File: src/rtl/gpr_bank.sv
// gpr_bank: general-purpose register file with two registered read ports,
// one write port with write-to-read bypass, a separate high-result register
// and a per-register pending scoreboard used to stall reads of reserved
// destinations until their writeback arrives.
module gpr_bank #(
  parameter int unsigned DATA_W    = 8,
  parameter int unsigned REG_COUNT = 8,
  parameter int unsigned ZERO_REG  = 0,
  localparam int unsigned ADDR_W   = $clog2(REG_COUNT)
) (
  input  logic                 clk,
  input  logic                 rst_n,
  input  logic                 rdEn,
  input  logic [ADDR_W-1:0]    rdA_num,
  input  logic [ADDR_W-1:0]    rdB_num,
  output logic                 rdStall,
  output logic [DATA_W-1:0]    rdA_out,
  output logic [DATA_W-1:0]    rdB_out,
  output logic                 rdValid,
  input  logic                 wrEn,
  input  logic [ADDR_W-1:0]    wrC_num,
  input  logic [DATA_W-1:0]    wrC_in,
  input  logic                 hiWrEn,
  input  logic [DATA_W-1:0]    hi_in,
  output logic [DATA_W-1:0]    hi_out,
  input  logic                 rsvEn,
  input  logic [ADDR_W-1:0]    rsv_num,
  output logic [REG_COUNT-1:0] pending
);

  localparam bit ZERO_EN = (ZERO_REG != 0);

  logic [DATA_W-1:0]    mem_q [REG_COUNT];
  logic [DATA_W-1:0]    mem_d [REG_COUNT];
  logic [REG_COUNT-1:0] pending_q, pending_d;
  logic [DATA_W-1:0]    rd_a_q, rd_a_d;
  logic [DATA_W-1:0]    rd_b_q, rd_b_d;
  logic                 rd_valid_q, rd_valid_d;
  logic [DATA_W-1:0]    hi_q, hi_d;

  logic                 eff_wr;
  logic                 eff_rsv;
  logic                 a_blocked;
  logic                 b_blocked;
  logic                 rd_accept;
  logic [DATA_W-1:0]    rd_a_val;
  logic [DATA_W-1:0]    rd_b_val;

  // Qualify write/reserve requests and decide whether the read can issue;
  // a write landing this cycle unblocks its own pending register.
  always_comb begin
    eff_wr    = wrEn && !(ZERO_EN && (wrC_num == '0));
    eff_rsv   = rsvEn && !(ZERO_EN && (rsv_num == '0));
    a_blocked = pending_q[rdA_num] && !(eff_wr && (wrC_num == rdA_num));
    b_blocked = pending_q[rdB_num] && !(eff_wr && (wrC_num == rdB_num));
    rdStall   = rdEn && (a_blocked || b_blocked);
    rd_accept = rdEn && !rdStall;
  end

  // Operand selection: hardwired zero beats bypass, bypass beats array.
  always_comb begin
    rd_a_val = mem_q[rdA_num];
    rd_b_val = mem_q[rdB_num];
    if (eff_wr && (wrC_num == rdA_num)) rd_a_val = wrC_in;
    if (eff_wr && (wrC_num == rdB_num)) rd_b_val = wrC_in;
    if (ZERO_EN && (rdA_num == '0)) rd_a_val = '0;
    if (ZERO_EN && (rdB_num == '0)) rd_b_val = '0;
  end

  // Next state for array, scoreboard (reserve set wins over write clear),
  // read registers and high register.
  always_comb begin
    mem_d      = mem_q;
    pending_d  = pending_q;
    rd_a_d     = rd_a_q;
    rd_b_d     = rd_b_q;
    rd_valid_d = rd_accept;
    hi_d       = hi_q;
    if (eff_wr) begin
      mem_d[wrC_num]     = wrC_in;
      pending_d[wrC_num] = 1'b0;
    end
    if (eff_rsv) begin
      pending_d[rsv_num] = 1'b1;
    end
    if (rd_accept) begin
      rd_a_d = rd_a_val;
      rd_b_d = rd_b_val;
    end
    if (hiWrEn) begin
      hi_d = hi_in;
    end
  end

  // State registers; reset clears everything and drops any in-flight read.
  always_ff @(posedge clk or negedge rst_n) begin
    if (!rst_n) begin
      mem_q      <= '{default: '0};
      pending_q  <= '0;
      rd_a_q     <= '0;
      rd_b_q     <= '0;
      rd_valid_q <= 1'b0;
      hi_q       <= '0;
    end else begin
      mem_q      <= mem_d;
      pending_q  <= pending_d;
      rd_a_q     <= rd_a_d;
      rd_b_q     <= rd_b_d;
      rd_valid_q <= rd_valid_d;
      hi_q       <= hi_d;
    end
  end

  assign rdA_out = rd_a_q;
  assign rdB_out = rd_b_q;
  assign rdValid = rd_valid_q;
  assign hi_out  = hi_q;
  assign pending = pending_q;

endmodule

File: config.mk
export PLATFORM = sky130hd
export DESIGN_NAME = gpr_bank
export DESIGN_NICKNAME = d
export VERILOG_FILES = /design/src/rtl/gpr_bank.sv
export SDC_FILE = /design/constraint.sdc
export NUM_CORES = 1
export LEC_CHECK = 0
export ABC_AREA = 1
export CORE_AREA = 2 2 130 107
export DETAILED_ROUTE_END_ITERATION = 12
export DIE_AREA = 0 0 132 109
export SLEW_MARGIN = 5
export SYNTH_ARGS = -nofsm -noshare
export SYNTH_HDL_FRONTEND = slang
export SYNTH_SLANG_ARGS = --single-unit
export TNS_END_PERCENT = 1
File: constraint.sdc
create_clock -name clk -period 1.4 [get_ports clk]
set_input_delay 0.35 -clock clk [delete_from_list [all_inputs] [get_ports clk]]
set_output_delay 0.35 -clock clk [all_outputs]
set_load 0.005 [all_outputs]
==> results.json <==
{
  "dieWidth_um": 132,
  "multiInputGateArea_um2": 2480,
  "ys_top_cells_by_area": "dfrtp_1 (47%), nand2_1 (21%), nand3_1 (11%)",
  "crit_start": "pending[6]",
  "grt_start_max_net_pins": 33,
  "place_congestion": 0.970,
  "ys_ff_latch": 97,
  "rsz0062_at_grt": "yes",
  "synth_nets": 740,
  "tritoncts": "yes",
  "synth_cell_type_count": 24,
  "worstPathCellList": "buf_6 -> nand2_2 -> nand3_2 -> nand2_1 -> nand2_2 -> nand3_4 -> a21oi_2 -> buf_2",
  "async_flop_share": 1.00,
  "cp-start-kind": "flip-flop",
  "worstMarginPinSlew_ns": 0.391,
  "reg2reg_depth": 11,
  "fmax_mhz": 565,
  "drv_cap": 0,
  "numCtsBuffers": 9,
  "grt_pass1_wl_mm": 26.3,
  "yosys.area.top_type": "dfrtp_1",
  "avgSynthCellArea_um2": 7.30,
  "cts_sinks": 97,
  "synth_top_area_frac": 0.471,
  "clk_pin_slew_ns": 0.07,
  "slowest_delay_ns": 0.41,
  "port_buffers": 67,
  "netlist_area_um2": 5150,
  "drive_above_1_share": 0.192,
  "wl_met1_mm": 7.60,
  "worstSetupEndpointType": "output pin",
  "instances_no_fill": 1023,
  "gr-total-overflow": 0,
  "die_h_um": 109,
  "nets": 872,
  "crit_buf_inv": 2,
  "grt_pass1_vias": 5128,
  "coreArea_um2": 13200,
  "num_vias": 5232,
  "antenna_found_initial": 0,
  "ff2ff_setup_slack_ns": -0.11,
  "areaGrowthSynthToFinish_pct": 34.8,
  "cts_max_level": 3,
  "synth.most_common_cell": "nand2_1",
  "cts_root_buf": "clkbuf_16",
  "initial_utilization": 0.391,
  "drtAntennaViolNets": 0,
  "worstPathMaxFanout": 3,
  "clk_latency_ns": 0.34,
  "irDropWorstVdd_mv": 0.761,
  "path_depth": 8,
  "syn_inst": 706,
  "worst_r2r_endpoint": "rdA_out[0]",
  "fin_skew_ns": 0.00329,
  "n_antenna_cell": 0,
  "ys_top_cells_by_count": "nand2_1 (289), nand3_1 (112), dfrtp_1 (97)",
  "status": "finished, violations left",
  "die_area_um2": 14400,
  "cp_top_family": "flip-flops",
  "cp_data_required_time_ns": 1.05,
  "regArea_um2": 2430,
  "vias_per_cell": 5.11,
  "post-route-period-util": 1.26,
  "setup_ws_ns": -0.369,
  "min_path_type": "primary input to async pin",
  "drt_iter0_drc": 439,
  "drtPass1Iterations": 5,
  "dpl.hpwl_mm": 11.6,
  "fin_crit_ns": 1.77,
  "synthFlopType": "dfrtp_1",
  "crit_slowest_cell": "dfrtp_1",
  "rows": 38,
  "placed_cells": 1002,
  "dr_wl_met2_mm": 7.18,
  "clk_path_buf_depth": 2,
  "yosysSeqAreaShare": 0.471,
  "finalSetupViolCount": 20,
  "nFillCells": 1304,
  "synth_edf_count": 0,
  "relSlewSlack": 0.739,
  "powerDensity_nw_per_um2": 1270,
  "postRouteWirelength_mm": 16.3,
  "p_leak_nw": 3.48,
  "violations": "negative setup slack",
  "arrival_ns": 1.42,
  "wl_per_cell_um": 15.9,
  "dr_wl_met3_mm": 1.10,
  "path_common_cell": "nand2_2",
  "ios": 68,
  "synth_warnings": 0,
  "maxSlewViolCount": 0,
  "critical_path_class": "flip-flop to output pin",
  "regToRegStartpoint": "pending[6]",
  "grt.total_usage": 0.235,
  "drc_errors": 0,
  "final_hold_viol_count": 0,
  "post-route-util": 0.528,
  "dr.max_layer_used": "met4"
}
[area by class of cell]
type                       instances  share of cell area
clock buffer                      11              0.0349
clock inverter                     5             0.00900
inverter                          39              0.0216
multi-input combinational        534               0.356
sequential                        97               0.349
tap                              180              0.0324
timing repair buffer             157               0.196
[kinds of logic after synthesis]
kind of cell | count (synthesis) | share of synthesized area
flip-flops | 97 | 0.471
buffers and inverters | 75 | 0.0629
AO/OA/AOI/OAI | 90 | 0.0905
AND/OR/NAND/NOR | 436 | 0.358
multiplexers | 8 | 0.0175
[stage by stage]
step                      instance area [µm²]  TNS [ns]  setup WS [ns]  power (mW)  hold slack, ns
after detailed placement                 6610    -46.65          -1.03        6.46           0.301
after global routing                     6950     -4.15         -0.447        9.39           0.491
after global placement                   6610    -44.68         -0.987        6.37           0.300
final                                    6950     -2.27         -0.369        8.85           0.470
after CTS                                6910     -3.08         -0.409        8.87           0.473
after floorplan                          5210    -0.432        -0.0508        5.05          0.0544
[layout by cell type (no fill, tap or decap), types with 2 or more instances in the layout]
cell	n
clkinvlp_4	2
dlygate4sd2_1	32
inv_1	24
inv_6	2
clkbuf_16	9
o22ai_1	8
a21oi_1	8
buf_4	85
nand3_4	3
nand2_2	4
clkdlybuf4s50_1	22
mux2_2	8
buf_6	5
nand3_1	106
nor2_1	24
a31oi_1	5
buf_12	6
nand3_2	6
o21ai_0	65
clkbuf_2	4
o21ai_1	3
dfrtp_1	97
nor2_2	2
inv_2	13
nor2_4	2
nand2_1	285
nand2_4	3
[flip-flops by register name (all words and copies together), names as in the netlist]
register	count
rdB_out	8
mem_q	64
pending	8
rdA_out	8
rdValid	1
hi_out	8
[metal layers]
metal  vias to the layer above  GRT usage
li1                       2548          -
met1                      2445      0.328
met2                       204      0.369
met3                        35     0.0391
met4                         0     0.0893
met5                         -          0
[report_power, final]
group / switching, mW / internal, mW
Combinational: 1.26 / 1.20
Clock: 1.10 / 1.45
Sequential: 0.427 / 3.42
Total: 2.78 / 6.07
[worst max path at each step]
stage / end / slack [ns]
2_1_floorplan: rdA_out[3] / -0.05
3_3_place_gp: rdStall / -0.99
3_5_place_dp: rdStall / -1.03
4_1_cts: rdStall / -0.41
5_1_grt: rdStall / -0.45
6_report: rdStall / -0.37
[repair_timing]
item                       CTS  global route
hold buffers                 1             0
cloned                       0             0
hold endpoints to repair    23             0
pin swaps                    3             5
gates resized for setup     57            27
buffers inserted             2             2
setup endpoints to repair  116            39
Power figures use the tool's default switching activity.
